File: src/rtl/pipelined_adder.sv
// WIDTH-bit adder split into STAGES carry-chained chunks, one chunk per register stage.
// Valid/ready on both sides with a single global stall; saturation applied at the last stage.
module pipelined_adder #(
    parameter int WIDTH  = 64,
    parameter int STAGES = 4
) (
    input  logic             clk,
    input  logic             rst,
    input  logic             in_valid,
    output logic             in_ready,
    input  logic [WIDTH-1:0] a,
    input  logic [WIDTH-1:0] b,
    input  logic             cin,
    input  logic             signed_mode,
    input  logic             saturate,
    output logic             out_valid,
    input  logic             out_ready,
    output logic [WIDTH-1:0] sum,
    output logic             cout,
    output logic             overflow,
    output logic             sat
);

    // Handshake: a transfer happens on a rising edge where valid && ready are both 1.
    // ready never depends on valid on the same side; in_ready is 1 whenever the
    // output register is empty or being drained this cycle.
    localparam int CW = WIDTH / STAGES;
    localparam int L  = STAGES - 1;

    // Stage k registers: full operands travel along so the last stage sees the MSBs.
    logic [STAGES-1:0] r_v, r_c, r_sm, r_se;
    logic [WIDTH-1:0]  r_a [STAGES];
    logic [WIDTH-1:0]  r_b [STAGES];
    logic [WIDTH-1:0]  r_s [STAGES];
    logic              r_cout, r_ovf, r_sat;

    logic [STAGES-1:0] i_v, i_c, i_sm, i_se, n_c;
    logic [WIDTH-1:0]  i_a [STAGES];
    logic [WIDTH-1:0]  i_b [STAGES];
    logic [WIDTH-1:0]  i_s [STAGES];
    logic [WIDTH-1:0]  n_s [STAGES];
    logic [CW:0]       chunk;
    logic [WIDTH-1:0]  raw, f_sum;
    logic              a_msb, b_msb, f_cout, f_ovf, f_sat;
    logic              sm_in, advance;

    assign advance   = !r_v[L] || out_ready;
    assign in_ready  = advance;
    assign out_valid = r_v[L];
    assign sum       = r_s[L];
    assign cout      = r_cout;
    assign overflow  = r_ovf;
    assign sat       = r_sat;

    // Only a definite 1 selects signed mode; X or Z fall to unsigned.
    always_comb begin
        sm_in = 1'b0;
        if (signed_mode) sm_in = 1'b1;
    end

    always_comb begin
        i_v[0]  = in_valid;
        i_c[0]  = cin;
        i_sm[0] = sm_in;
        i_se[0] = saturate;
        i_a[0]  = a;
        i_b[0]  = b;
        i_s[0]  = '0;
        for (int k = 1; k < STAGES; k++) begin
            i_v[k]  = r_v[k-1];
            i_c[k]  = r_c[k-1];
            i_sm[k] = r_sm[k-1];
            i_se[k] = r_se[k-1];
            i_a[k]  = r_a[k-1];
            i_b[k]  = r_b[k-1];
            i_s[k]  = r_s[k-1];
        end

        chunk = '0;
        for (int k = 0; k < STAGES; k++) begin
            chunk = {1'b0, i_a[k][k*CW +: CW]} + {1'b0, i_b[k][k*CW +: CW]}
                  + {{CW{1'b0}}, i_c[k]};
            n_c[k] = chunk[CW];
            n_s[k] = i_s[k];
            n_s[k][k*CW +: CW] = chunk[CW-1:0];
        end

        raw   = n_s[L];
        a_msb = i_a[L][WIDTH-1];
        b_msb = i_b[L][WIDTH-1];
        f_ovf = i_sm[L] && (a_msb == b_msb) && (raw[WIDTH-1] != a_msb);
        // Sign-extended carry equals the unsigned carry xor both sign bits.
        f_cout = i_sm[L] ? (a_msb ^ b_msb ^ n_c[L]) : n_c[L];
        f_sum  = raw;
        f_sat  = 1'b0;
        if (i_se[L] && !i_sm[L] && n_c[L]) begin
            f_sum = '1;
            f_sat = 1'b1;
        end else if (i_se[L] && f_ovf) begin
            f_sum = {a_msb, {(WIDTH-1){!a_msb}}};
            f_sat = 1'b1;
        end
    end

    always_ff @(posedge clk) begin
        if (rst) begin
            r_v    <= '0;
            r_c    <= '0;
            r_sm   <= '0;
            r_se   <= '0;
            r_cout <= 1'b0;
            r_ovf  <= 1'b0;
            r_sat  <= 1'b0;
            for (int k = 0; k < STAGES; k++) begin
                r_a[k] <= '0;
                r_b[k] <= '0;
                r_s[k] <= '0;
            end
        end else if (advance) begin
            for (int k = 0; k < STAGES; k++) begin
                r_v[k] <= i_v[k];
                if (i_v[k]) begin
                    r_a[k]  <= i_a[k];
                    r_b[k]  <= i_b[k];
                    r_s[k]  <= (k == L) ? f_sum : n_s[k];
                    r_c[k]  <= n_c[k];
                    r_sm[k] <= i_sm[k];
                    r_se[k] <= i_se[k];
                end
            end
            if (i_v[L]) begin
                r_cout <= f_cout;
                r_ovf  <= f_ovf;
                r_sat  <= f_sat;
            end
        end
    end

endmodule

File: config.mk
export PLATFORM = sky130hd
export DESIGN_NAME = pipelined_adder
export DESIGN_NICKNAME = d
export VERILOG_FILES = /design/src/rtl/pipelined_adder.sv
export SDC_FILE = /design/constraint.sdc
export NUM_CORES = 1
export LEC_CHECK = 0
export CORE_UTILIZATION = 35
export DETAILED_ROUTE_END_ITERATION = 8
export GPL_ROUTABILITY_DRIVEN = 0
export PLACE_DENSITY_LB_ADDON = 0.12
export SLEW_MARGIN = 20
export SYNTH_ARGS = -nofsm -noshare
export SYNTH_HDL_FRONTEND = slang
export SYNTH_SLANG_ARGS = --single-unit
File: constraint.sdc
create_clock -name clk -period 5.9 [get_ports clk]
set_clock_uncertainty 0.05 [all_clocks]
set_input_delay 1.18 -clock clk [delete_from_list [all_inputs] [get_ports clk]]
set_output_delay 1.18 -clock clk [all_outputs]
set_load 0.02 [all_outputs]
# [Yosys cells after proc, flatten, opt, wreduce, memory -nomap -nowiden]
# Memories as Yosys holds them, arrays and structs flattened.
# Index checks and enable logic that the tools add are counted.
[word_totals] ff_bits=16 latchBits=0 mem_bits_rw=768 rom_bits=0 inputBits=135 output_inout_bits=69 word_cells=89 mem_count=3
[classes] add_sub_neg=8 n_mul=0 n_div=0 n_lt_le_gt_ge=0 eq_ne=2 n_shift=0 muxes=36 bitwise=14 reduce_logical=13
[memory_table] name="r_a" depth=4 word_bits=64 read_ports=3 rd_clocked_by_memory_dff=0 wr=4 line_no="32" source="logic [WIDTH-1:0] r_a [STAGES];"
[memory_table] name="r_b" depth=4 word_bits=64 read_ports=3 rd_clocked_by_memory_dff=0 wr=4 line_no="33" source="logic [WIDTH-1:0] r_b [STAGES];"
[memory_table] name="r_s" depth=4 word_bits=64 read_ports=4 rd_clocked_by_memory_dff=0 wr=4 line_no="34" source="logic [WIDTH-1:0] r_s [STAGES];"
[ops] cell="64-bit 2-to-1 mux" n=14
[ops] cell="16-bit by 16-bit adder with 17-bit output" n=4
[ops] cell="17-bit by 1-bit adder with 17-bit output" n=4
[ops] cell="1-bit 2-to-1 mux" n=22
[ops] cell="1-bit bitwise OR" n=12
[ops] cell="2-bit AND reduction" n=4
[ops] cell="1-bit logical AND" n=5
[ops] cell="1-bit logical NOT" n=3
[ops] cell="1-bit bitwise XOR" n=2
[ops] cell="1-bit equality test" n=1
[ops] cell="1-bit logical OR" n=1
[ops] cell="1-bit inequality test" n=1

# [Depth between registers and ports, before layout]
# Gate-level depths: netlist of run 1.
# An unclocked memory read counts as a cell.
[depth] depth_word=9 depth_mapped=12 ltp_nobuf=11

# [Worst setup path before layout of run 1]
# OpenSTA, ideal clock, no wires.
[synth_path] kind="input port to flip-flop" start="input out_ready" end="memory r_a[0][16], enable pin" setup_ps=465 arrival_time_ps=3813 required_ps=5385 setup_slack_ps=1573 stages=4 path_buffers=0 cell_sequence="nor2b_1 clkinv_1 a21oi_1 inv_1"
[synth_lines] element="from (decl)" line_no="17" source="input logic out_ready,"
[synth_lines] element="to (decl)" line_no="32"

# [Worst setup path after layout of run 1]
[layout_path] start="input out_ready" end="output in_ready"
[layout_between] elab_chain_cells=1
[layout_rtl] element="1-bit logical OR" line_no="47" source="assign advance = !r_v[L] || out_ready;"
[layout_rtl] element="to (decl)" line_no="10" source="output logic in_ready,"
# No other way between the ends.

==> results of run 1 <==
[synth_stat cells, types with 5 or more instances]
cell	instances
fa_1	8
a22o_1	5
nand2b_1	7
a31oi_1	5
buf_2	7
nor2b_1	13
xor2_1	19
edfxtp_1	352
a211o_1	5
a21oi_1	43
a211oi_1	7
ha_1	60
clkbuf_1	61
and3_1	250
a21o_1	66
dfxtp_1	16
nor2_1	63
o21ai_0	42
nand3_1	8
xnor2_1	22
inv_1	33
nand2_1	31
nor3_1	17
o21a_1	13
[report_power, final]
part	internal, mW	switching [mW]
registers	3.03	0.0477
logic	0.271	0.333
clock network	1.39	1.02
total	4.69	1.40
[worst reg2reg max path: stages, from the launching register on]
cell and delay [ps]:
dfxtp_1 360, fa_1 370, inv_1 110, fa_1 410
nor2b_1 190, o31a_1 210, o22a_1 240, a311o_4 280
a31oi_4 130, a21oi_4 800, buf_4 400, a21o_1 120
[metal layers]
layer | track usage, % | wire length (microns) | part of all wire (%)
met1 | 18.22 | 14760 | 43
met2 | 24.20 | 16760 | 49
met3 | 2.592 | 1534 | 4.4
met4 | 7.685 | 1499 | 4.3
met5 | 0 | 0 | 0
[worst max-delay path by stage]
stage	start	endpoint	slack (ps)	cells past startpoint
CTS	out_ready	in_ready	1500	4
global route	out_ready	in_ready	1370	4
floorplan	out_ready	r_a[0][16]	1570	4
global placement	out_ready	in_ready	1540	4
detailed placement	out_ready	r_a[0][28]	1500	6
finish	out_ready	in_ready	1490	4
[cell families (layout without fill, tap and decap cells)]
logic type	after synthesis	after routing	share of synthesized area (%)
multiplexers	3	3	0.1896
XOR/XNOR	41	41	2.177
adder cells (fa/ha/maj)	68	68	5.521
AND/OR/NAND/NOR	403	403	13.74
flip-flops	368	368	66.01
AO/OA/AOI/OAI	230	230	9.708
buffers and inverters	106	324	2.647
[cell usage in the layout (no fill, tap or decap), types with 11 or more instances in the layout]
cell / synthesis / final
a21o_1: 66 / 66
a21oi_1: 43 / 43
and3_1: 250 / 250
buf_4: 0 / 11
clkbuf_16: 0 / 43
clkdlybuf4s50_1: 0 / 202
dfxtp_1: 16 / 14
edfxtp_1: 352 / 352
ha_1: 60 / 60
inv_1: 33 / 31
nand2_1: 31 / 31
nor2_1: 63 / 62
nor2b_1: 13 / 13
nor3_1: 17 / 17
o21a_1: 13 / 13
o21ai_0: 42 / 42
xnor2_1: 22 / 22
xor2_1: 19 / 19
[flip-flops by register name, indices dropped and copies added (netlist names)]
register,cells
r_se,3
r_a,96
r_s,160
r_sm,3
r_b,96
r_v,4
cout,1
sat,1
r_c,3
overflow,1
[final cells by class]
cell class              count  area, sq um
inverters                  34        135.1
repair buffers            215         2130
well taps                 607        759.5
flip-flops and latches    368        10890
fillers                  4307        26180
clock buffers              54         1127
multi-input cells         745         5201
clock inverters            21        133.9
==> flow_summary.toml, run 1 <==
[run_status]
status = "completed"

[synth]
ys_ff_latch = 368
async_flop_share_pct = 0
yosysSeqAreaShare_pct = 66.01
synth-main-ff-cell = "edfxtp_1"
yosysTopAreaCellShare_pct = 64.07
syn_nets = 1422
synth_cell_type_count = 62
netlist_area_sq_mm = 0.01650
netlist.top_cell.by_area = "edfxtp_1"
syn_inst = 1219
yosysWarnings = 0
synthTopCellsByArea = "edfxtp_1 64%, and3_1 9.5%, ha_1 4.6%, a21o_1 3.0%, dfxtp_1 1.9%"
syn_area_per_cell_sq_um = 13.53
synth_edf_count = 352

[global_route]
track_usage_pct = 14.62
grt_start_max_net_pins = 94
grt_pass1_vias = 10040
grt_pass1_wl_mm = 54.22
antenna_found_initial = 0
overflow = 0

[final_layout]
fin_cells = 2044
area_growth_pct = 23.53
diodes = 0
stdcell_area_sq_mm = 0.02038
final_nets = 1608
final_core_util_pct = 43.77
drive_above_1_share_pct = 5.915

[route]
route.detailed.drc = 0
ant_nets = 0
dr.pass1.iters = 4
totalWireLength_mm = 34.56
routedWlPerCell_microns = 16.91
avgViaCountPerCell = 4.880
vias = 9975
dr.first_iter.drc_count = 471

[sta]
fin_crit_ps = 4407
slew_viol_final = 0
timing.setup.tns_ps = 0
rsz0062_at_grt = "no"
holdWs_ps = 401.6
setup_ws_ps = 1493
relSlewSlack_pct = 30.16
timing.fmax_mhz = 226.9
setup_viol = 0
max_slew.worst_pin.slew_ps = 1048
fin_crit_sh_pct = 74.70
final_hold_viol_count = 0

[die]
die_area_sq_mm = 0.04801
core_area_sq_mm = 0.04656
die_w_microns = 219.1
start_util_pct = 35.43
die_h_microns = 219.1
rows = 79
pin_count = 204

[critical_path]
cp.required_ps = 4670
crit_arrival_ps = 3180
regToRegStartpoint = "r_c[2]"
ff2ff_path_depth = 11
slowest_delay_ps = 650
cp_common_cell = "clkdlybuf4s50_1"
regToRegSetupSlack_ps = 2100
startpoint_type = "primary input"
crit_chain = "clkdlybuf4s50_1 -> nor2b_1 -> clkinv_1 -> clkdlybuf4s50_1"
path_max_fanout = 10
crit_family = "buffers and inverters"
crit_path_end_kind = "output pin"
critical_path_class = "primary input to output pin"
slowest_stage = "clkdlybuf4s50_1"
path_buf_inv = 3
worstReg2RegEnd = "r_s[0][232]"

[placement]
placed_area_sq_mm = 0.01910
preCtsSetupSlack_ps = 1498
numPlacedInstances = 1968
io_buffers = 203
hpwl_mm = 22.89

[power]
irDropWorstVdd_mv = 0.1605
fin_total_pwr_mw = 6.090
power_density_mw_per_mm2 = 298.9
p_leak_nw = 8.925

[clock_network]
postCtsSetupBuffers = 0
clockRootBuffer = "clkbuf_16"
cts_hold_buf = 0
cts.sinks = 368
cts_tree = "yes"
cts_buffer_depth = 3
numCtsBuffers = 41
htree_levels = 2
cts_resized = 0
clk_latency_ps = 550
clk_pin_slew_ps = 60

[worst_hold_path]
min_to = "overflow"
hp-class = "flip-flop to flip-flop"
holdPathStages = 2
hp-start = "overflow"

[flow_run]
maxCapViolations = 0
(Power assumes the default switching activity.)
==> run 2: changes to the inputs <==
==> constraint.sdc (replaced) <==
create_clock -name clk -period 4.05 [get_ports clk]
set_clock_uncertainty 0.05 [all_clocks]
set_input_delay 0.81 -clock clk [delete_from_list [all_inputs] [get_ports clk]]
set_output_delay 0.81 -clock clk [all_outputs]
set_load 0.02 [all_outputs]
==> run 2 against run 1 <==
Compared with the run above:
- cell count increased by 0.78%
- sequential power increased by 46%
- die area did not move
- clock power increased by 56%
- core utilization grew 0.48 points
- count of clock-buffer cells in the layout is the same
- worst hold slack better by 24 ps
- combinational power grew 47%
- sequential cell count did not move
- largest cell class unchanged
- largest power group unchanged
- highest routed layer unchanged
==> flow_summary.toml, run 2 (synthesis gave the netlist of run 1 again) <==
[run_status]
status = "completed"

[sta]
relSlewSlack_pct = 34.76
setup_ws_ps = 559.8
fin_crit_sh_pct = 86.18
slew_viol_final = 0
setup_viol = 0
max_slew.worst_pin.slew_ps = 978.5
fin_crit_ps = 3490
timing.fmax_mhz = 286.5
rsz0062_at_grt = "no"
final_hold_viol_count = 0
timing.setup.tns_ps = 0
holdWs_ps = 425.7

[clock_network]
clk_latency_ps = 550
clockRootBuffer = "clkbuf_16"
cts_tree = "yes"
htree_levels = 2
cts.sinks = 368
cts_resized = 0
cts_hold_buf = 0
postCtsSetupBuffers = 0
cts_buffer_depth = 3
clk_pin_slew_ps = 60
numCtsBuffers = 43

[final_layout]
stdcell_area_sq_mm = 0.02060
final_common_cell = "edfxtp_1"
largest_register_ffs = 160
reg_top3 = "r_s: 160 flops, r_a: 96 flops, r_b: 96 flops"
final_cell_mix = "352 x edfxtp_1, 250 x and3_1, 202 x clkdlybuf4s50_1, 66 x a21o_1, 62 x nor2_1"
multi_input_area_sq_mm = 0.005201
final_core_util_pct = 44.25
final_nets = 1621
largest-register = "r_s"
regArea_sq_mm = 0.01089
area_growth_pct = 24.88
fin_cells = 2060
drive_above_1_share_pct = 6.892
fill_cells = 4244

[global_route]
antenna_found_initial = 1
overflow = 0
track_usage_pct = 14.62
grt_pass1_wl_mm = 54.24
grt_start_max_net_pins = 81
grt_pass1_vias = 10100

[flow_run]
maxCapViolations = 0

[route]
ant_nets = 0
route.detailed.drc = 0
dr.first_iter.drc_count = 542
avgViaCountPerCell = 4.873
dr.pass1.iters = 4
vias = 10040
routedWlPerCell_microns = 16.74
totalWireLength_mm = 34.48

[critical_path]
regToRegSetupSlack_ps = 560
worstReg2RegEnd = "r_s[0][232]"
ff2ff_path_depth = 11
cp_common_cell = "fa_1"
cp.required_ps = 4300
crit_path_end_kind = "flip-flop"
crit_chain = "fa_1 -> inv_1 -> fa_1 -> nor2b_1 -> o31a_1 -> o22a_1 -> a311o_4 -> a31oi_4 -> a21oi_4 -> buf_4 -> a21o_1"
path_max_fanout = 35
slowest_delay_ps = 520
slowest_stage = "fa_1"
startpoint_type = "flip-flop"
regToRegStartpoint = "r_a[0][176]"
crit_arrival_ps = 3740
critical_path_class = "flip-flop to flip-flop"

[die]
die_area_sq_mm = 0.04801
rows = 79
start_util_pct = 35.43
die_h_microns = 219.1
core_area_sq_mm = 0.04656
pin_count = 204
die_w_microns = 219.1

[placement]
numPlacedInstances = 1980
hpwl_mm = 23.54
io_buffers = 203
preCtsSetupSlack_ps = 348.3
placed_area_sq_mm = 0.01922

[worst_hold_path]
min_to = "r_se[1]"
hp-class = "flip-flop to flip-flop"
holdPathStages = 1
hp-start = "r_se[0]"

[power]
p_leak_nw = 9.057
irDropWorstVdd_mv = 0.2297
power_density_mw_per_mm2 = 443.0
fin_total_pwr_mw = 9.126
run 2: critical path, delay by kind of cell (launching register included):
kind | cells | cell delay (ps)
AOI/OAI and AO/OA | 6 | 1560
buffers and inverters | 2 | 410
and+or+nand+nor | 1 | 70
DFF | 1 | 390
adders and majority gates | 2 | 720
run 2: routing by layer:
metal / global-route usage, % / routed length (microns) / share of wire (%) / up-vias
met1: 18.24 / 15060 / 44 / 4770
met3: 2.412 / 1425 / 4.1 / 59
met4: 5.926 / 993 / 2.9 / 0
met5: 0 / 0 / 0 / -
met2: 25.14 / 17010 / 49 / 178
li1: - / - / - / 5032
run 2: report_power, final:
part / leakage [nW] / switching [mW] / internal [mW]
logic: 4.49 / 0.482 / 0.405
registers: 3.89 / 0.0721 / 4.42
clock network: 0.679 / 1.48 / 2.28
run 2: how the worst max path moves through the flow:
stage / startpoint / endpoint / slack, ps / depth (start not counted)
after global placement: b[0] / r_s[0][14] / 360 / 12
after CTS: r_a[0][176] / r_s[0][232] / 550 / 11
after detailed placement: a[0] / r_s[0][14] / 350 / 12
after global routing: r_a[0][176] / r_s[0][225] / 250 / 8
after floorplan: out_ready / r_a[0][16] / 90 / 4
final: r_a[0][176] / r_s[0][232] / 560 / 11
run 2: area by class of cell:
type                       count  share of cell area (%)
clock inverter                24                   1.032
multi-input combinational    745                   25.25
timing repair buffer         226                   10.86
antenna                        2                 0.02429
tap                          607                   3.687
inverter                      34                  0.6438
clock buffer                  54                   5.630
sequential                   368                   52.88
